$ cat src/rtl/apb_master_if.sv
// Command, response and APB4 bus signals of the APB requester.
// master: requester view; slave: sequencer plus completer view.
interface apb_master_if #(
    parameter int ADDR_W = 12,
    parameter int DATA_W = 32
);
    logic                  cmd_valid;
    logic                  cmd_ready;
    logic                  cmd_write;
    logic [ADDR_W-1:0]     cmd_addr;
    logic [DATA_W-1:0]     cmd_wdata;
    logic [DATA_W/8-1:0]   cmd_strb;
    logic                  rsp_valid;
    logic [DATA_W-1:0]     rsp_rdata;
    logic                  rsp_err;
    logic                  rsp_timeout;
    logic                  psel;
    logic                  penable;
    logic                  pwrite;
    logic [ADDR_W-1:0]     paddr;
    logic [DATA_W/8-1:0]   pstrb;
    logic [DATA_W-1:0]     pwdata;
    logic                  pready;
    logic                  pslverr;
    logic [DATA_W-1:0]     prdata;

    modport master (
        input  cmd_valid, cmd_write, cmd_addr, cmd_wdata, cmd_strb,
        input  pready, pslverr, prdata,
        output cmd_ready, rsp_valid, rsp_rdata, rsp_err, rsp_timeout,
        output psel, penable, pwrite, paddr, pstrb, pwdata
    );

    modport slave (
        output cmd_valid, cmd_write, cmd_addr, cmd_wdata, cmd_strb,
        output pready, pslverr, prdata,
        input  cmd_ready, rsp_valid, rsp_rdata, rsp_err, rsp_timeout,
        input  psel, penable, pwrite, paddr, pstrb, pwdata
    );
endinterface

$ cat src/rtl/apb_master.sv
// APB4 requester: one command in flight, SETUP/ACCESS sequencing,
// one response pulse per command, optional wait-state timeout.
module apb_master #(
    parameter int ADDR_W         = 12,
    parameter int DATA_W         = 32,
    parameter int TIMEOUT_CYCLES = 16
) (
    input  logic         clk,
    input  logic         reset,
    apb_master_if.master bus
);
    localparam int STRB_W = DATA_W / 8;
    localparam int CNT_W  = (TIMEOUT_CYCLES > 2) ? $clog2(TIMEOUT_CYCLES) : 1;
    localparam logic [CNT_W-1:0] CNT_LAST =
        CNT_W'((TIMEOUT_CYCLES > 0) ? TIMEOUT_CYCLES - 1 : 0);

    typedef enum logic [1:0] {IDLE, SETUP, ACCESS} state_e;

    state_e              state_q,       state_d;
    logic                psel_q,        psel_d;
    logic                penable_q,     penable_d;
    logic                pwrite_q,      pwrite_d;
    logic [ADDR_W-1:0]   paddr_q,       paddr_d;
    logic [STRB_W-1:0]   pstrb_q,       pstrb_d;
    logic [DATA_W-1:0]   pwdata_q,      pwdata_d;
    logic                rsp_valid_q,   rsp_valid_d;
    logic [DATA_W-1:0]   rsp_rdata_q,   rsp_rdata_d;
    logic                rsp_err_q,     rsp_err_d;
    logic                rsp_timeout_q, rsp_timeout_d;
    logic [CNT_W-1:0]    wait_cnt_q,    wait_cnt_d;

    always_comb begin
        state_d       = state_q;
        psel_d        = psel_q;
        penable_d     = penable_q;
        pwrite_d      = pwrite_q;
        paddr_d       = paddr_q;
        pstrb_d       = pstrb_q;
        pwdata_d      = pwdata_q;
        rsp_valid_d   = 1'b0;
        rsp_rdata_d   = rsp_rdata_q;
        rsp_err_d     = rsp_err_q;
        rsp_timeout_d = rsp_timeout_q;
        wait_cnt_d    = wait_cnt_q;
        unique case (state_q)
            IDLE: begin
                if (bus.cmd_valid) begin
                    pwrite_d   = bus.cmd_write;
                    paddr_d    = bus.cmd_addr;
                    pwdata_d   = bus.cmd_wdata;
                    pstrb_d    = bus.cmd_write ? bus.cmd_strb : '0;
                    psel_d     = 1'b1;
                    wait_cnt_d = '0;
                    state_d    = SETUP;
                end
            end
            SETUP: begin
                penable_d = 1'b1;
                state_d   = ACCESS;
            end
            ACCESS: begin
                if (bus.pready) begin
                    psel_d        = 1'b0;
                    penable_d     = 1'b0;
                    rsp_valid_d   = 1'b1;
                    rsp_err_d     = bus.pslverr;
                    rsp_rdata_d   = pwrite_q ? '0 : bus.prdata;
                    rsp_timeout_d = 1'b0;
                    state_d       = IDLE;
                end else if (TIMEOUT_CYCLES != 0 && wait_cnt_q == CNT_LAST) begin
                    // hung completer: abort and report as an error
                    psel_d        = 1'b0;
                    penable_d     = 1'b0;
                    rsp_valid_d   = 1'b1;
                    rsp_err_d     = 1'b1;
                    rsp_rdata_d   = '0;
                    rsp_timeout_d = 1'b1;
                    state_d       = IDLE;
                end else begin
                    wait_cnt_d = wait_cnt_q + 1'b1;
                end
            end
            default: state_d = IDLE;
        endcase
    end

    always_ff @(posedge clk) begin
        if (reset) begin
            state_q       <= IDLE;
            psel_q        <= 1'b0;
            penable_q     <= 1'b0;
            pwrite_q      <= 1'b0;
            paddr_q       <= '0;
            pstrb_q       <= '0;
            pwdata_q      <= '0;
            rsp_valid_q   <= 1'b0;
            rsp_rdata_q   <= '0;
            rsp_err_q     <= 1'b0;
            rsp_timeout_q <= 1'b0;
            wait_cnt_q    <= '0;
        end else begin
            state_q       <= state_d;
            psel_q        <= psel_d;
            penable_q     <= penable_d;
            pwrite_q      <= pwrite_d;
            paddr_q       <= paddr_d;
            pstrb_q       <= pstrb_d;
            pwdata_q      <= pwdata_d;
            rsp_valid_q   <= rsp_valid_d;
            rsp_rdata_q   <= rsp_rdata_d;
            rsp_err_q     <= rsp_err_d;
            rsp_timeout_q <= rsp_timeout_d;
            wait_cnt_q    <= wait_cnt_d;
        end
    end

    assign bus.cmd_ready   = (state_q == IDLE) & ~reset;
    assign bus.psel        = psel_q;
    assign bus.penable     = penable_q;
    assign bus.pwrite      = pwrite_q;
    assign bus.paddr       = paddr_q;
    assign bus.pstrb       = pstrb_q;
    assign bus.pwdata      = pwdata_q;
    assign bus.rsp_valid   = rsp_valid_q;
    assign bus.rsp_rdata   = rsp_rdata_q;
    assign bus.rsp_err     = rsp_err_q;
    assign bus.rsp_timeout = rsp_timeout_q;
endmodule

$ cat src/flat_wrapper.sv
// flat-port wrapper written by rule: the top's interface ports become plain ports
module apb_master_flat 
#(
    parameter int ADDR_W         = 12,
    parameter int DATA_W         = 32,
    parameter int TIMEOUT_CYCLES = 16
)
  (clk, reset, bus_cmd_valid, bus_cmd_write, bus_cmd_addr, bus_cmd_wdata, bus_cmd_strb, bus_pready, bus_pslverr, bus_prdata, bus_cmd_ready, bus_rsp_valid, bus_rsp_rdata, bus_rsp_err, bus_rsp_timeout, bus_psel, bus_penable, bus_pwrite, bus_paddr, bus_pstrb, bus_pwdata);
  apb_master_if #(.ADDR_W(ADDR_W), .DATA_W(DATA_W)) bus_i ();
  input  logic clk;
  input  logic reset;
  input wire logic [$bits(bus_i.cmd_valid)-1:0] bus_cmd_valid;
  input wire logic [$bits(bus_i.cmd_write)-1:0] bus_cmd_write;
  input wire logic [$bits(bus_i.cmd_addr)-1:0] bus_cmd_addr;
  input wire logic [$bits(bus_i.cmd_wdata)-1:0] bus_cmd_wdata;
  input wire logic [$bits(bus_i.cmd_strb)-1:0] bus_cmd_strb;
  input wire logic [$bits(bus_i.pready)-1:0] bus_pready;
  input wire logic [$bits(bus_i.pslverr)-1:0] bus_pslverr;
  input wire logic [$bits(bus_i.prdata)-1:0] bus_prdata;
  output wire logic [$bits(bus_i.cmd_ready)-1:0] bus_cmd_ready;
  output wire logic [$bits(bus_i.rsp_valid)-1:0] bus_rsp_valid;
  output wire logic [$bits(bus_i.rsp_rdata)-1:0] bus_rsp_rdata;
  output wire logic [$bits(bus_i.rsp_err)-1:0] bus_rsp_err;
  output wire logic [$bits(bus_i.rsp_timeout)-1:0] bus_rsp_timeout;
  output wire logic [$bits(bus_i.psel)-1:0] bus_psel;
  output wire logic [$bits(bus_i.penable)-1:0] bus_penable;
  output wire logic [$bits(bus_i.pwrite)-1:0] bus_pwrite;
  output wire logic [$bits(bus_i.paddr)-1:0] bus_paddr;
  output wire logic [$bits(bus_i.pstrb)-1:0] bus_pstrb;
  output wire logic [$bits(bus_i.pwdata)-1:0] bus_pwdata;
  assign bus_i.cmd_valid = bus_cmd_valid;
  assign bus_i.cmd_write = bus_cmd_write;
  assign bus_i.cmd_addr = bus_cmd_addr;
  assign bus_i.cmd_wdata = bus_cmd_wdata;
  assign bus_i.cmd_strb = bus_cmd_strb;
  assign bus_i.pready = bus_pready;
  assign bus_i.pslverr = bus_pslverr;
  assign bus_i.prdata = bus_prdata;
  assign bus_cmd_ready = bus_i.cmd_ready;
  assign bus_rsp_valid = bus_i.rsp_valid;
  assign bus_rsp_rdata = bus_i.rsp_rdata;
  assign bus_rsp_err = bus_i.rsp_err;
  assign bus_rsp_timeout = bus_i.rsp_timeout;
  assign bus_psel = bus_i.psel;
  assign bus_penable = bus_i.penable;
  assign bus_pwrite = bus_i.pwrite;
  assign bus_paddr = bus_i.paddr;
  assign bus_pstrb = bus_i.pstrb;
  assign bus_pwdata = bus_i.pwdata;
  apb_master #(.ADDR_W(ADDR_W), .DATA_W(DATA_W), .TIMEOUT_CYCLES(TIMEOUT_CYCLES)) u_core (.clk(clk), .reset(reset), .bus(bus_i));
endmodule
$ cat config.mk
export PLATFORM = sky130hd
export DESIGN_NAME = apb_master_flat
export DESIGN_NICKNAME = d
export VERILOG_FILES = /design/src/rtl/apb_master_if.sv /design/src/rtl/apb_master.sv /design/src/flat_wrapper.sv
export SDC_FILE = /design/constraint.sdc
export NUM_CORES = 1
export LEC_CHECK = 0
export CORE_UTILIZATION = 40
export DETAILED_ROUTE_END_ITERATION = 10
export PLACE_DENSITY = 0.84
export SLEW_MARGIN = 20
export SYNTH_ARGS = -nofsm -noshare
export SYNTH_HDL_FRONTEND = slang
export SYNTH_SLANG_ARGS = --single-unit
$ cat constraint.sdc
create_clock -name clk -period 2.1 [get_ports clk]
set_input_delay 0.42 -clock clk [delete_from_list [all_inputs] [get_ports clk]]
set_output_delay 0.42 -clock clk [all_outputs]
set_load 0.02 [all_outputs]
======== Word-level counts from Yosys, hierarchy flattened ========
Index checks and enable logic that the tools add are counted.
word-level totals
  bits in registers ....................... 92
  bits in latches ......................... 0
  bits in writable memories ............... 0
  bits in read-only memories .............. 0
  output and inout port bits .............. 87
  word-level logic and storage cells ...... 56
  memories kept ........................... 0
cells by class
  add/sub/neg operators ................... 1
  multiply operators ...................... 0
  div/mod/pow operators ................... 0
  magnitude comparators ................... 0
  eq/ne operators ......................... 7
  shift-type cells ........................ 0
  muxes and demuxes ....................... 22
  bitwise operators ....................... 3
  reduce and logical (&&, ||, !) cells .... 11
operators by type and width
  operator                                                          count
  32-bit two-way mux                                                3
  4-bit two-way mux                                                 4
  1-bit two-way mux                                                 8
  4-bit one-hot mux with 2 select lines                             1
  2-bit AND reduction                                               4
  2-bit two-way mux                                                 3
  2-bit != test (second input constant)                             3
  2-bit one-hot mux with 3 select lines                             1
  2-bit nonzero test                                                3
  4-bit by 1-bit adder with 4-bit output (second input constant)    1
  4-bit == test (second input constant)                             1
  1-bit one-hot mux with 2 select lines                             2
  4-bit AND reduction                                               1
  3-bit by 2-bit != test with 1-bit output (second input constant)  1
  3-bit AND reduction                                               1
  2-bit by 1-bit == test with 1-bit output (second input constant)  1
  2-bit == test (second input constant)                             1
  2-bit zero test                                                   1
  1-bit inverter                                                    2
  2-bit OR reduction                                                1
  1-bit AND                                                         1

======== Logic depth before layout (Yosys ltp) ========
Gate-level depths: netlist of run 1.
  depth after elaboration ................. 4
  mapped depth ............................ 7

======== Worst setup path before layout of run 1 ========
No wires, ideal clock.
  path kind ............................... input port to output port
  start ................................... input port reset
  end ..................................... output port bus_cmd_ready
  data arrival time ....................... 1.092 ns
  data required time ...................... 1.680 ns
  path slack .............................. 0.588 ns
  cell stages on the path ................. 3
  path buffers ............................ 2
  cells stage by stage .................... clkbuf_1 -> buf_2 -> nor2b_1
between the ends
  longest elaborated chain between the ends .. 2
RTL lines
  what                line                RTL
  start: declaration  flat_wrapper.sv:11  input logic reset;
  1-bit inverter      apb_master.sv:117   assign bus.cmd_ready = (state_q == IDLE) & ~reset;
  1-bit AND           apb_master.sv:117
  end: declaration    flat_wrapper.sv:20  output wire logic [$bits(bus_i.cmd_ready)-1:0] bus_cmd_ready;
No other way between the ends.

======== Worst setup path in the final report of run 1 ========
  start ................................... register u_core.state_q[0]
  end ..................................... output port bus_cmd_ready
between the ends
  longest elaborated chain between the ends .. 2
RTL lines
  what                      line               RTL
  start: declaration        apb_master.sv:19   state_e state_q, state_d;
  start signal: assignment  apb_master.sv:102  state_q <= state_d;
  2-bit zero test           apb_master.sv:117
  1-bit AND                 apb_master.sv:117
No other way between the ends.

==> results of run 1 <==
## placed cells by master (no fill, tap or decap), types with 4 or more instances in the layout
| cell | n |
|---|---|
| o21ai_0 | 24 |
| dfxtp_1 | 92 |
| clkdlybuf4s50_1 | 170 |
| buf_4 | 5 |
| nand2_1 | 130 |
| ha_1 | 5 |
| nand3_1 | 5 |
| clkbuf_8 | 10 |
| buf_12 | 4 |
| o21ai_1 | 9 |
| a21oi_1 | 85 |
| inv_1 | 7 |
## path summary, 6_finish.rpt
kind                        from                        to  slack [ps]
max            u_core.state_q[0]             bus_cmd_ready         270
min          u_core.bus.pstrb[2]       u_core.bus.pstrb[2]         460
max reg2reg    u_core.state_q[0]  u_core.bus.rsp_rdata[25]         330
min reg2reg  u_core.bus.pstrb[2]       u_core.bus.pstrb[2]         460
## per-layer routing
metal  global-route usage, %  routed length (um)  share of wire (%)  vias up
met3                    7.49                 874                9.2       11
met4                    5.93                  79               0.83        0
met2                    37.5                4740                 50      121
met5                       0                   0                  0        -
li1                        -                   -                  -     1717
met1                    23.1                3810                 40     1546
## layout make-up
cell class	count	area [um^2]	area share, %
Sequential cell	92	1840	33.9
Timing Repair Buffer	181	1830	33.6
Multi-Input combinational cell	287	1400	25.7
Clock buffer	10	138	2.53
Tap cell	105	131	2.42
Clock inverter	6	71.3	1.31
Inverter	8	30.0	0.552
## power groups by stage
stage	Combinational [W]	Sequential (W)	Clock (W)
2_1_floorplan	0.000613	0.00229	0
3_3_place_gp	0.00152	0.00207	0
3_5_place_dp	0.00155	0.00208	0
4_1_cts	0.00156	0.00204	0.00126
5_1_grt	0.00167	0.00206	0.00133
6_report	0.00154	0.00204	0.00122
## critical path: stages, from the launching register on
cell and delay, ps:
dfxtp_1 320, inv_1 120, ha_1 280, nor2b_1 170
clkbuf_2 190
## registers in the layout, indices dropped and copies added (netlist names)
register / count
u_core.bus.pwrite: 1
u_core.bus.psel: 1
u_core.bus.rsp_timeout: 1
u_core.bus.rsp_rdata: 32
u_core.bus.paddr: 12
u_core.wait_cnt_q: 4
u_core.bus.pwdata: 32
u_core.bus.rsp_valid: 1
u_core.bus.pstrb: 4
u_core.state_q: 2
u_core.bus.rsp_err: 1
u_core.bus.penable: 1
## cells by family after synthesis
group,count (synthesis),synth area share (%)
compound gates,133,21.2
mux,1,0.291
simple gates,148,17.2
fa+ha+maj,5,1.82
flops,92,53.6
buf+inv,40,5.90
## cells in the mapped netlist
master     count  area, um^2
or2_2          1        6.26
and2_1         1        6.26
o211ai_1       1        7.51
buf_1          1        3.75
a21boi_1       1        7.51
inv_1          7        26.3
nand4_1        1        6.26
o32ai_1        2        17.5
o21ai_1        9        45.0
nor2b_1        1        6.26
buf_4          5        37.5
and3b_1        1        8.76
nor2_1         1        3.75
and3_1         1        6.26
a31o_2         1        8.76
nand3_1        5        25.0
nand2_1      131         492
dfxtp_1       92        1840
mux2i_1        1        10.0
o21ai_0       24         120
and2b_2        1        8.76
o22ai_1        2        12.5
buf_2          8        40.0
a31oi_4        1        21.3
a21oi_1       85         425
clkbuf_2       1        5.00
a211oi_1       1        7.51
ha_1           5        62.6
clkinv_1       1        3.75
a211oi_2       1        12.5
o31ai_1        2        15.0
buf_6          3        33.8
o2111ai_1      2        17.5
nor3_1         3        15.0
a41o_2         1        11.3
nand2b_1       1        6.26
clkbuf_1      14        52.6
## stage by stage
stage | instance area [um^2] | util, % | total power (W) | hold WS, ps | worst slack, ps
finish | 5440 | 65.8 | 0.00479 | 458 | 265
global route | 5440 | 65.8 | 0.00506 | 475 | 148
CTS | 5440 | 65.9 | 0.00485 | 459 | 80.7
detailed placement | 5230 | 63.4 | 0.00363 | 446 | 208
global placement | 5230 | 63.4 | 0.00359 | 441 | 252
floorplan | 3440 | - | 0.00290 | 472 | 588
## repair_timing
item,4_1_cts,5_1_grt
hold endpoints to repair,0,0
resized for setup,1,2
endpoints found under the setup margin,1,1
==> results.toml, run 1 <==
[outcome]
status = "complete, no violations"

[yosys]
ys_ff_latch = 92
yosysWarnings = 0
syn_avg_cell_area_um2 = 8.20
postSynthNetCount = 510
syn_inst = 419
syn_area_um2 = 3440
synthDistinctLibCells = 37
yosysSeqAreaShare_pct = 53.6

[finish]
diodes = 0
fin_cells = 689
fin_nets = 670
n_fill_cell = 674
drive_gt1_share_pct = 5.99
syn_to_final_growth_pct = 58.2

[global_route]
grt_pass1_vias = 3245
grt_use_total_pct = 20.9
grt-ovfl-total = 0
antenna_found_initial = 0
grt_max_degree = 49
grt_pass1_wl_um = 14800

[drt]
via_per_inst = 4.93
drt-wirelength-per-cell_um = 13.8
drtIter0Drc = 120
drc = 0
antenna_left = 0
drt_first_pass_iters = 4
vias = 3395
postRouteWirelength_um = 9510

[clock_network]
cts.clk_slew.worst_paths_ps = 90
cts_made_buffers = 9
htree_levels = 3
cts-root-buf = "clkbuf_8"
cts_tree = "done"
cts_setup_buffers = 0
cts_sinks = 92
cts_max_path_buffers = 2
clkLatencyLatePin_ps = 340
cts_hold_buf = 0

[power]
ir_drop_v = 0.000489
combPwrFrac_pct = 32.0
p_seq_share_pct = 42.5
p_int_w = 0.00324
p_clk_share_pct = 25.5
powerDensity_nw_per_um2 = 882
p_sw_w = 0.00156
power_leakage_nw = 1.94
switching_share_pct = 32.5

[run]
maxCapViolations = 0

[timing]
tns_ps = 0
period_needed_ps = 1830
setup_viol_count_final = 0
rsz0062_at_grt = "false"
drv_slew = 0
timing.fmax_ghz = 0.545
fin_crit_sh_pct = 87.4
final-hold-violation-count = 0
tightest_slew_ps = 509
maxSlewHeadroom_pct = 66.1
finClkSkew_ps = 12.9

[setup_path]
crit_type = "reg2out"
reg2reg_depth = 6
crit_path_end_kind = "primary output"
cp.arrival_ps = 1410
cp-start-kind = "flip-flop"
crit_fanout = 5
worstPathRequired_ps = 1680

[die]
coreArea_um2 = 8260
pin_count = 173
initial_core_util_pct = 41.6
core.rowCount = 33
fp.dieArea_um2 = 8970
fp.dieH_um = 94.7
fp.dieW_um = 94.7

[placement]
routabilityCongestion = 0.775
numPortBuffers = 172
hpwl_um = 6920
numPlacedInstances = 673

[min_path]
holdPathStages = 2
min_path_type = "reg2reg"
No activity file was read; power rests on OpenSTA's default activity.
==> inputs of run 2 (changes only) <==
Settings changed: CAP_MARGIN set to 20.
==> results of run 2 <==
No change in the layout: final DEF, timing and power equal those of run 1.
